--- src/rtl/cpu_pkg.sv ---
// Shared load-op codes and write-back FSM state encodings.
package cpu_pkg;

   localparam int WORD_W = 32;

   typedef enum logic [2:0] {
      LOP_LW   = 3'b000,
      LOP_LB   = 3'b001,
      LOP_LBU  = 3'b010,
      LOP_LH   = 3'b011,
      LOP_LHU  = 3'b100,
      LOP_LWL  = 3'b101,
      LOP_LWR  = 3'b110,
      LOP_RSVD = 3'b111
   } load_op_e;

   typedef enum logic [1:0] {
      IDLE     = 2'd0,
      WAIT_MEM = 2'd1,
      WRITE    = 2'd2
   } wb_state_e;

endpackage

--- src/rtl/load_align.sv ---
// Combinational load lane extraction, sign/zero extension and LWL/LWR merge.
// LWL/LWR merging is only built when WB_UNALIGNED_LOAD_EN is defined.
module load_align
   import cpu_pkg::*;
(
   input  logic [2:0]        load_op_i,
   input  logic [1:0]        addr_lo_i,
   input  logic [WORD_W-1:0] rdata_i,
   input  logic [WORD_W-1:0] old_rt_i,
   output logic [WORD_W-1:0] result_o
);

   logic [7:0]  byte_v;
   logic [15:0] half_v;

   assign byte_v = rdata_i[{addr_lo_i, 3'b000} +: 8];
   assign half_v = rdata_i[{addr_lo_i[1], 4'b0000} +: 16];

`ifdef WB_UNALIGNED_LOAD_EN
   logic [4:0]        lwl_shift;
   logic [5:0]        lwl_keep_shift;
   logic [4:0]        lwr_shift;
   logic [WORD_W-1:0] lwl_v;
   logic [WORD_W-1:0] lwr_v;

   // LWL places low (k+1) memory bytes at the top; LWR places high (4-k) bytes at the bottom.
   assign lwl_shift      = {~addr_lo_i, 3'b000};
   assign lwl_keep_shift = {({1'b0, addr_lo_i} + 3'd1), 3'b000};
   assign lwr_shift      = {addr_lo_i, 3'b000};
   assign lwl_v = (rdata_i << lwl_shift) | (old_rt_i & ({WORD_W{1'b1}} >> lwl_keep_shift));
   assign lwr_v = (rdata_i >> lwr_shift) | (old_rt_i & ~({WORD_W{1'b1}} >> lwr_shift));
`else
   logic unused_old_rt;
   assign unused_old_rt = ^old_rt_i;
`endif

   always_comb begin
      result_o = rdata_i;
      case (load_op_i)
         LOP_LB:  result_o = {{24{byte_v[7]}}, byte_v};
         LOP_LBU: result_o = {24'd0, byte_v};
         LOP_LH:  result_o = {{16{half_v[15]}}, half_v};
         LOP_LHU: result_o = {16'd0, half_v};
`ifdef WB_UNALIGNED_LOAD_EN
         LOP_LWL: result_o = lwl_v;
         LOP_LWR: result_o = lwr_v;
`endif
         default: result_o = rdata_i;
      endcase
   end

endmodule

--- src/rtl/wb_stage.sv ---
// Write-back stage: accepts ALU/load results, aligns load data, writes the register file.
// Optional LWL/LWR support via WB_UNALIGNED_LOAD_EN (see load_align).
module wb_stage
   import cpu_pkg::*;
#(
   parameter int DATA_WIDTH = 32,
   parameter int ADDR_WIDTH = 5
) (
   input  logic                  clk,
   input  logic                  rst,
   input  logic                  in_valid,
   output logic                  in_ready,
   input  logic [ADDR_WIDTH-1:0] in_dest,
   input  logic [DATA_WIDTH-1:0] in_alu_res,
   input  logic                  in_is_load,
   input  logic [2:0]            in_load_op,
   input  logic [1:0]            in_addr_lo,
   input  logic [DATA_WIDTH-1:0] in_old_rt,
   input  logic                  mem_rvalid,
   input  logic [DATA_WIDTH-1:0] mem_rdata,
   output logic                  rf_wen,
   output logic [ADDR_WIDTH-1:0] rf_waddr,
   output logic [DATA_WIDTH-1:0] rf_wdata,
   output logic [31:0]           retire_cnt
);

   wb_state_e             state_q, state_d;
   logic [ADDR_WIDTH-1:0] dest_q;
   logic [DATA_WIDTH-1:0] res_q;
   logic                  is_load_q;
   logic [2:0]            op_q;
   logic [1:0]            lo_q;
   logic [DATA_WIDTH-1:0] old_q;
   logic [ADDR_WIDTH-1:0] waddr_hold_q;
   logic [DATA_WIDTH-1:0] wdata_hold_q;
   logic [31:0]           retire_q;
   logic [DATA_WIDTH-1:0] aligned;
   logic                  xfer;
   logic                  in_write;

   load_align u_align (
      .load_op_i (op_q),
      .addr_lo_i (lo_q),
      .rdata_i   (mem_rdata),
      .old_rt_i  (old_q),
      .result_o  (aligned)
   );

   assign xfer     = in_valid && in_ready;
   assign in_write = (state_q == WRITE);

   always_comb begin
      state_d  = state_q;
      in_ready = 1'b0;
      case (state_q)
         IDLE: begin
            in_ready = 1'b1;
            if (in_valid) state_d = in_is_load ? WAIT_MEM : WRITE;
         end
         WAIT_MEM: if (mem_rvalid && is_load_q) state_d = WRITE;
         WRITE:    state_d = IDLE;
         default:  state_d = IDLE;
      endcase
   end

   always_ff @(posedge clk) begin
      if (rst) begin
         state_q      <= IDLE;
         dest_q       <= '0;
         res_q        <= '0;
         is_load_q    <= 1'b0;
         op_q         <= '0;
         lo_q         <= '0;
         old_q        <= '0;
         waddr_hold_q <= '0;
         wdata_hold_q <= '0;
         retire_q     <= '0;
      end else begin
         state_q <= state_d;
         if (xfer) begin
            dest_q    <= in_dest;
            res_q     <= in_alu_res;
            is_load_q <= in_is_load;
            op_q      <= in_load_op;
            lo_q      <= in_addr_lo;
            old_q     <= in_old_rt;
         end
         if (state_q == WAIT_MEM && mem_rvalid) res_q <= aligned;
         // Outputs show the live result during WRITE and the last written one otherwise.
         if (in_write) begin
            waddr_hold_q <= dest_q;
            wdata_hold_q <= res_q;
            retire_q     <= retire_q + 32'd1;
         end
      end
   end

   assign rf_wen     = in_write && (dest_q != '0) && !rst;
   assign rf_waddr   = in_write ? dest_q : waddr_hold_q;
   assign rf_wdata   = in_write ? res_q  : wdata_hold_q;
   assign retire_cnt = retire_q;

endmodule
--- config.mk ---
export PLATFORM = sky130hd
export DESIGN_NAME = wb_stage
export DESIGN_NICKNAME = d
export VERILOG_FILES = /design/src/rtl/cpu_pkg.sv /design/src/rtl/load_align.sv /design/src/rtl/wb_stage.sv
export SDC_FILE = /design/constraint.sdc
export NUM_CORES = 1
export LEC_CHECK = 0
export ABC_AREA = 1
export CAP_MARGIN = 10
export CORE_UTILIZATION = 30
export CTS_BUF_LIST = sky130_fd_sc_hd__clkbuf_16
export DETAILED_ROUTE_END_ITERATION = 10
export SETUP_SLACK_MARGIN = 0.15
export SKIP_CTS_REPAIR_TIMING = 1
export SLEW_MARGIN = 20
export SYNTH_ARGS = -nofsm -noshare
export SYNTH_HDL_FRONTEND = slang
export SYNTH_SLANG_ARGS = --single-unit
--- constraint.sdc ---
create_clock -name clk -period 1.7 [get_ports clk]
set_input_delay 0.255 -clock clk [delete_from_list [all_inputs] [get_ports clk]]
set_output_delay 0.255 -clock clk [all_outputs]
set_load 0.01 [all_outputs]
==> results.yml, run 1 <==
cells_and_area:
  n_antenna_cell: 0
  instances_no_fill: 1478
  multi_input_area_mm2: 0.00392
  ff_latch_area_mm2: 0.00231
  nNetsFinal: 1307
  area_growth_pct: 56.3
  fin_area_mm2: 0.00992
  layout-drive-gt1-share_pct: 22.7
  fillers: 2086
power:
  powerDensity_mw_per_mm2: 907
  ir_worst_vdd_mv: 0.414
  power.leakage_nw: 5.37
  power_mw: 9.00
cts:
  cts_tree: "done"
  cts_sinks: 114
  h-tree-depth: 4
  root_buffer: "clkbuf_16"
  cts_max_path_buffers: 2
  clk_latency_ns: 0.41
  clk_pin_slew_worst_paths_ns: 0.05
  cts_buffers: 17
critical_path:
  path_buf_inv: 5
  crit_chain: "inv_2 > nor2_4 > inv_4 > buf_12 > o21ai_2 > inv_1 > dlymetal6s2s_1"
  worstPathMaxFanout: 15
  worstPathArrival_ns: 1.63
  cp_data_required_time_ns: 1.44
  crit_family: "buffers and inverters"
  path_class: "reg2out"
  end_kind: "output pin"
  critPathLaunchType: "register"
  slowest_stage: "dfxtp_2"
  cp_slowest_stage_delay_ns: 0.33
status:
  violations: "negative setup slack"
  status: "finished with violations"
placement:
  portBuffers: 149
  pre_cts_ws_ns: -0.280
  dp_hpwl_mm: 14.7
  post-place-cells: 1428
  place_area_mm2: 0.00836
  routabilityCongestion: 0.904
detailed_routing:
  vias: 6940
  drt_pass1_iterations: 5
  ant_nets: 0
  drcViolationCount: 0
  avgRoutedWirePerCell_um: 14.5
  dr.first_iter.drc_count: 440
  vias_per_cell: 4.70
  routed_wl_mm: 21.4
floorplanning:
  ios: 182
  core_area_mm2: 0.0205
  start_util_pct: 31.0
  die_area_mm2: 0.0217
  die_w_um: 147
  num_rows: 52
  die_y_um: 147
hold_path:
  worstHoldPathType: "in2reg"
synthesis:
  synthFlopType: "dfxtp_1"
  ys_warn_count: 0
  async_reset_ff_share_pct: 0
  synth_area_mm2: 0.00634
  synthCells: 1010
  yosysUniqueCellTypes: 36
  synth-seq-cells: 114
  synth_fp_nets: 1122
  avgSynthCellArea_um2: 6.28
  synth_edf_count: 0
  seq_area_frac_synth_pct: 36.0
timing:
  setup_viol: 37
  finalCritPeriodShare_pct: 111
  fmax_mhz: 530
  fin_skew_ns: 0.0103
  maxSlewViolCount: 0
  maxSlewHeadroom_pct: 69.1
  rsz0062_at_grt: "true"
  hold_viol: 0
  setup_ws_ns: -0.186
  holdWs_ns: 0.354
  worst_pin_slew_ns: 0.464
  period_needed_ns: 1.89
grt:
  grt_pass1_vias: 6119
  grtUsageTotal_pct: 18.5
  grt_antenna_before_repair: 0
  grt_max_degree: 74
  grt_pass1_wl_mm: 31.4
  gr-total-overflow: 0
flow_run:
  maxCapViolCount: 0
## stage by stage
step           utilization, %  setup TNS, ns
6_report                 48.4          -5.71
5_1_grt                  48.4          -8.47
4_1_cts                  44.0         -23.97
3_5_place_dp             40.8          -6.83
3_3_place_gp             40.8          -6.65
2_1_floorplan               -              0
## path summary, 6_finish.rpt
check,cells past startpoint,startpoint,slack (ns),to
max reg2reg,11,state_q[1],0.15,res_q[5]
min reg2reg,2,is_load_q,0.47,is_load_q
max,7,state_q[1],-0.19,rf_wdata[8]
min,3,rst,0.35,waddr_hold_q[4]
## cells in the final DEF, fill, tap and decap left out, drive strengths merged, types with 2 or more instances in the layout
| master | n |
|---|---|
| nand3 | 41 |
| clkinv | 8 |
| nand3b | 13 |
| a21oi | 64 |
| nor2 | 120 |
| o21a | 4 |
| o21ai | 104 |
| buf | 66 |
| dlymetal6s2s | 61 |
| clkbuf | 25 |
| xnor2 | 2 |
| inv | 110 |
| dfxtp | 114 |
| nand4 | 4 |
| bufinv | 6 |
| xor2 | 2 |
| or2 | 51 |
| nor3 | 2 |
| o211ai | 3 |
| nand2 | 327 |
| clkdlybuf4s50 | 77 |
## power by group
part	leakage [nW]	switching, mW	total [mW]	internal (mW)
Combinational	4.10	1.08	2.06	0.978
Sequential	0.943	0.130	2.99	2.86
Clock	0.324	1.24	3.95	2.71
Total	5.37	2.45	9.00	6.54
## final cells by class
type / count / area share [%]
repair buffers: 212 / 22.9
well taps: 270 / 3.41
multi-input cells: 740 / 39.5
clock buffers: 17 / 4.29
clock inverters: 15 / 2.22
flip-flops and latches: 114 / 23.3
inverters: 110 / 4.35
## cells in the mapped netlist (2+ instances only)
master	count	area [um2]
nor2_2	5	31.3
nand2_4	3	33.8
nor3_1	2	10.0
nor2_1	112	420
or2_2	43	269
clkbuf_1	24	90.1
nand4_2	3	37.5
xnor2_1	2	17.5
dfxtp_1	114	2280
xor2_1	2	17.5
nand3_1	37	185
buf_2	13	65.1
o21ai_0	78	390
nand2_2	3	18.8
nand3b_1	12	90.1
inv_1	104	390
nand3_2	4	40.0
buf_4	3	22.5
o211ai_1	3	22.5
a21oi_1	64	320
o21a_1	4	30.0
nand2_1	321	1200
or2_1	7	43.8
buf_6	4	45.0
nor2_4	2	22.5
inv_2	6	22.5
o21ai_1	26	130
## tightest hold or removal path, cell delays in order
cell	delay, ns
buf_2	0.13
buf_12	0.21
nor2_1	0.12
## registers in the layout (all words and copies together) (netlist names)
| register | cells |
|---|---|
| lo_q | 2 |
| waddr_hold_q | 5 |
| res_q | 32 |
| wdata_hold_q | 32 |
| state_q | 2 |
| is_load_q | 1 |
| op_q | 3 |
| dest_q | 5 |
| retire_cnt | 32 |
## logic make-up (layout without fill, tap and decap cells)
logic type / after synthesis / after routing / share of synthesized area [%]
buf+inv: 156 / 354 / 10.2
simple gates: 559 / 559 / 38.9
xor+xnor: 4 / 4 / 0.552
flops: 114 / 114 / 36.0
fa+ha+maj: 1 / 1 / 0.197
compound gates: 176 / 176 / 14.3
## per-layer routing
layer  GRT usage (%)  vias to the layer above  wire length (um)  part of all wire (%)
met5               0                        -                 0                     0
met4            5.26                        0               283                   1.3
met3            3.77                       23              1240                   5.8
met2            29.4                      214             10100                    47
met1            25.2                     3170              9790                    46
li1                -                     3533                 -                     -
Note: power is estimated with default switching activity, not from simulation.
==> run 2: changes to the inputs <==
--- a/config.mk
+++ b/config.mk
@@ -10,6 +10,7 @@
 export CORE_UTILIZATION = 30
 export CTS_BUF_LIST = sky130_fd_sc_hd__clkbuf_16
 export DETAILED_ROUTE_END_ITERATION = 10
+export GPL_TIMING_DRIVEN = 0
 export SETUP_SLACK_MARGIN = 0.15
 export SKIP_CTS_REPAIR_TIMING = 1
 export SLEW_MARGIN = 20
==> run 2 against run 1 <==
Final area decreased by 4.0%. Largest power group unchanged. The run still ends with negative setup slack left. Setup slack lost 0.077 ns. Flip-flop and latch count is the same. Clock power is 7.6% lower. Critical path type unchanged. Largest cell class unchanged. Hold slack better by 0.11 ns.
==> results.yml, run 2 (synthesized netlist as in run 1, its figures left out) <==
timing:
  hold_viol: 0
  period_needed_ns: 1.96
  rsz0062_at_grt: "true"
  setup_ws_ns: -0.263
  fmax_mhz: 509
  maxSlewViolCount: 0
  worst_pin_slew_ns: 0.714
  holdWs_ns: 0.463
  maxSlewHeadroom_pct: 52.4
  setup_viol: 39
  fin_skew_ns: 0.00982
  finalCritPeriodShare_pct: 115
critical_path:
  critPathLaunchType: "register"
  reg2regPathDepth: 9
  path_class: "reg2out"
  worstPathMaxFanout: 10
  worstReg2RegStart: "retire_cnt[1]"
  worstPathArrival_ns: 1.71
  cp_data_required_time_ns: 1.44
  end_kind: "output pin"
  r2r_setup_slack_ns: 0.17
  rr_endpoint: "retire_cnt[18]"
grt:
  grt_pass1_wl_mm: 32.9
  gr-total-overflow: 0
  grtUsageTotal_pct: 19.7
  grt_antenna_before_repair: 0
  grt_pass1_vias: 6448
  grt_max_degree: 17
hold_path:
  worstHoldPathType: "reg2reg"
  worstHoldStart: "is_load_q"
  worstHoldEndpoint: "is_load_q"
  hold_depth: 2
cells_and_area:
  final_cell_mix: "nand2_1 (316), nor2_1 (99), inv_1 (90), dfxtp_1 (87), clkdlybuf4s50_1 (79)"
  n_antenna_cell: 0
  fin_area_mm2: 0.00952
  layout_commonest_cell: "nand2_1"
  nNetsFinal: 1312
  instances_no_fill: 1482
  layout-drive-gt1-share_pct: 25.5
  area_growth_pct: 50.1
placement:
  pre_cts_ws_ns: -0.690
  post-place-cells: 1429
  place_area_mm2: 0.00817
  dp_hpwl_mm: 16.6
  portBuffers: 149
  routabilityCongestion: 0.937
floorplanning:
  core_area_mm2: 0.0205
  die_w_um: 147
  ios: 182
  start_util_pct: 31.0
  die_area_mm2: 0.0217
  die_y_um: 147
  num_rows: 52
cts:
  cts_max_path_buffers: 2
  cts_tree: "done"
  clk_pin_slew_worst_paths_ns: 0.05
  root_buffer: "clkbuf_16"
  cts_sinks: 114
  h-tree-depth: 4
  clk_latency_ns: 0.42
  cts_buffers: 17
status:
  violations: "negative setup slack"
  status: "finished with violations"
power:
  power_mw: 8.59
  power.leakage_nw: 4.87
  powerDensity_mw_per_mm2: 902
  ir_worst_vdd_mv: 0.597
detailed_routing:
  drcViolationCount: 0
  vias: 7058
  ant_nets: 0
  drt_pass1_iterations: 5
  routed_wl_mm: 21.6
  avgRoutedWirePerCell_um: 14.6
  dr.first_iter.drc_count: 380
  vias_per_cell: 4.76
flow_run:
  maxCapViolCount: 0
[run 2: cell types whose count changed in the layout (fill, tap and decap cells not counted), moves of 7 or more]
cell	change
buf_4	-18
dfxtp_1	-7
inv_1	-10
or2_4	-8
clkbuf_2	+34
o21ai_1	+7
dlymetal6s2s_1	-29
buf_6	+12
or2_2	+8
inv_2	+11
[run 2: cell type report]
class | instances | area, um2
plain buffers | 46 | 398
clock buffers | 17 | 425
clock inverters | 14 | 171
fillers | 2075 | 11000
inverters | 110 | 425
multi-input cells | 740 | 3840
flip-flops and latches | 114 | 2330
well taps | 270 | 338
repair buffers | 171 | 1600
[run 2: power breakdown]
part | internal [mW] | switching [mW]
Sequential | 2.86 | 0.124
Combinational | 0.883 | 1.08
Clock | 2.41 | 1.24
[run 2: through the flow]
step,setup TNS [ns],utilization [%]
global placement,-41.41,39.9
floorplan,0,-
global route,-11.33,46.5
detailed placement,-41.02,39.9
finish,-8.44,46.5
CTS,-38.82,42.8
[run 2: worst max-delay path, stage by stage (launching register included)]
cell	delay, ns
dfxtp_4	0.36
inv_4	0.07
nor2_4	0.04
buf_12	0.14
buf_6	0.14
or2_2	0.28
o21ai_2	0.07
inv_1	0.07
clkbuf_2	0.13
[run 2: worst max-delay path by stage]
stage,startpoint,endpoint,slack (ns),cells after the start
after global placement,rst,rf_wen,-0.69,6
final,state_q[1],rf_wdata[28],-0.26,8
after floorplan,retire_cnt[0],retire_cnt[18],0.19,8
after detailed placement,state_q[1],rf_wdata[25],-0.69,7
after CTS,state_q[1],rf_wdata[25],-1.13,7
after global routing,state_q[1],rf_wdata[28],-0.34,8
[run 2: layer usage]
layer	vias up	global-route usage, %	wire, um
li1	3556	-	-
met1	3253	25.7	9680
met2	223	32.2	10200
met3	26	4.44	1350
met4	0	6.08	382
met5	-	0	0
==> run 3: changes to the inputs <==
--- a/config.mk
+++ b/config.mk
@@ -6,7 +6,7 @@
 export NUM_CORES = 1
 export LEC_CHECK = 0
 export ABC_AREA = 1
-export CAP_MARGIN = 10
+export CAP_MARGIN = 20
 export CORE_UTILIZATION = 30
 export CTS_BUF_LIST = sky130_fd_sc_hd__clkbuf_16
 export DETAILED_ROUTE_END_ITERATION = 10
==> results of run 3 <==
No change in the layout: final DEF, timing and power equal those of run 2.
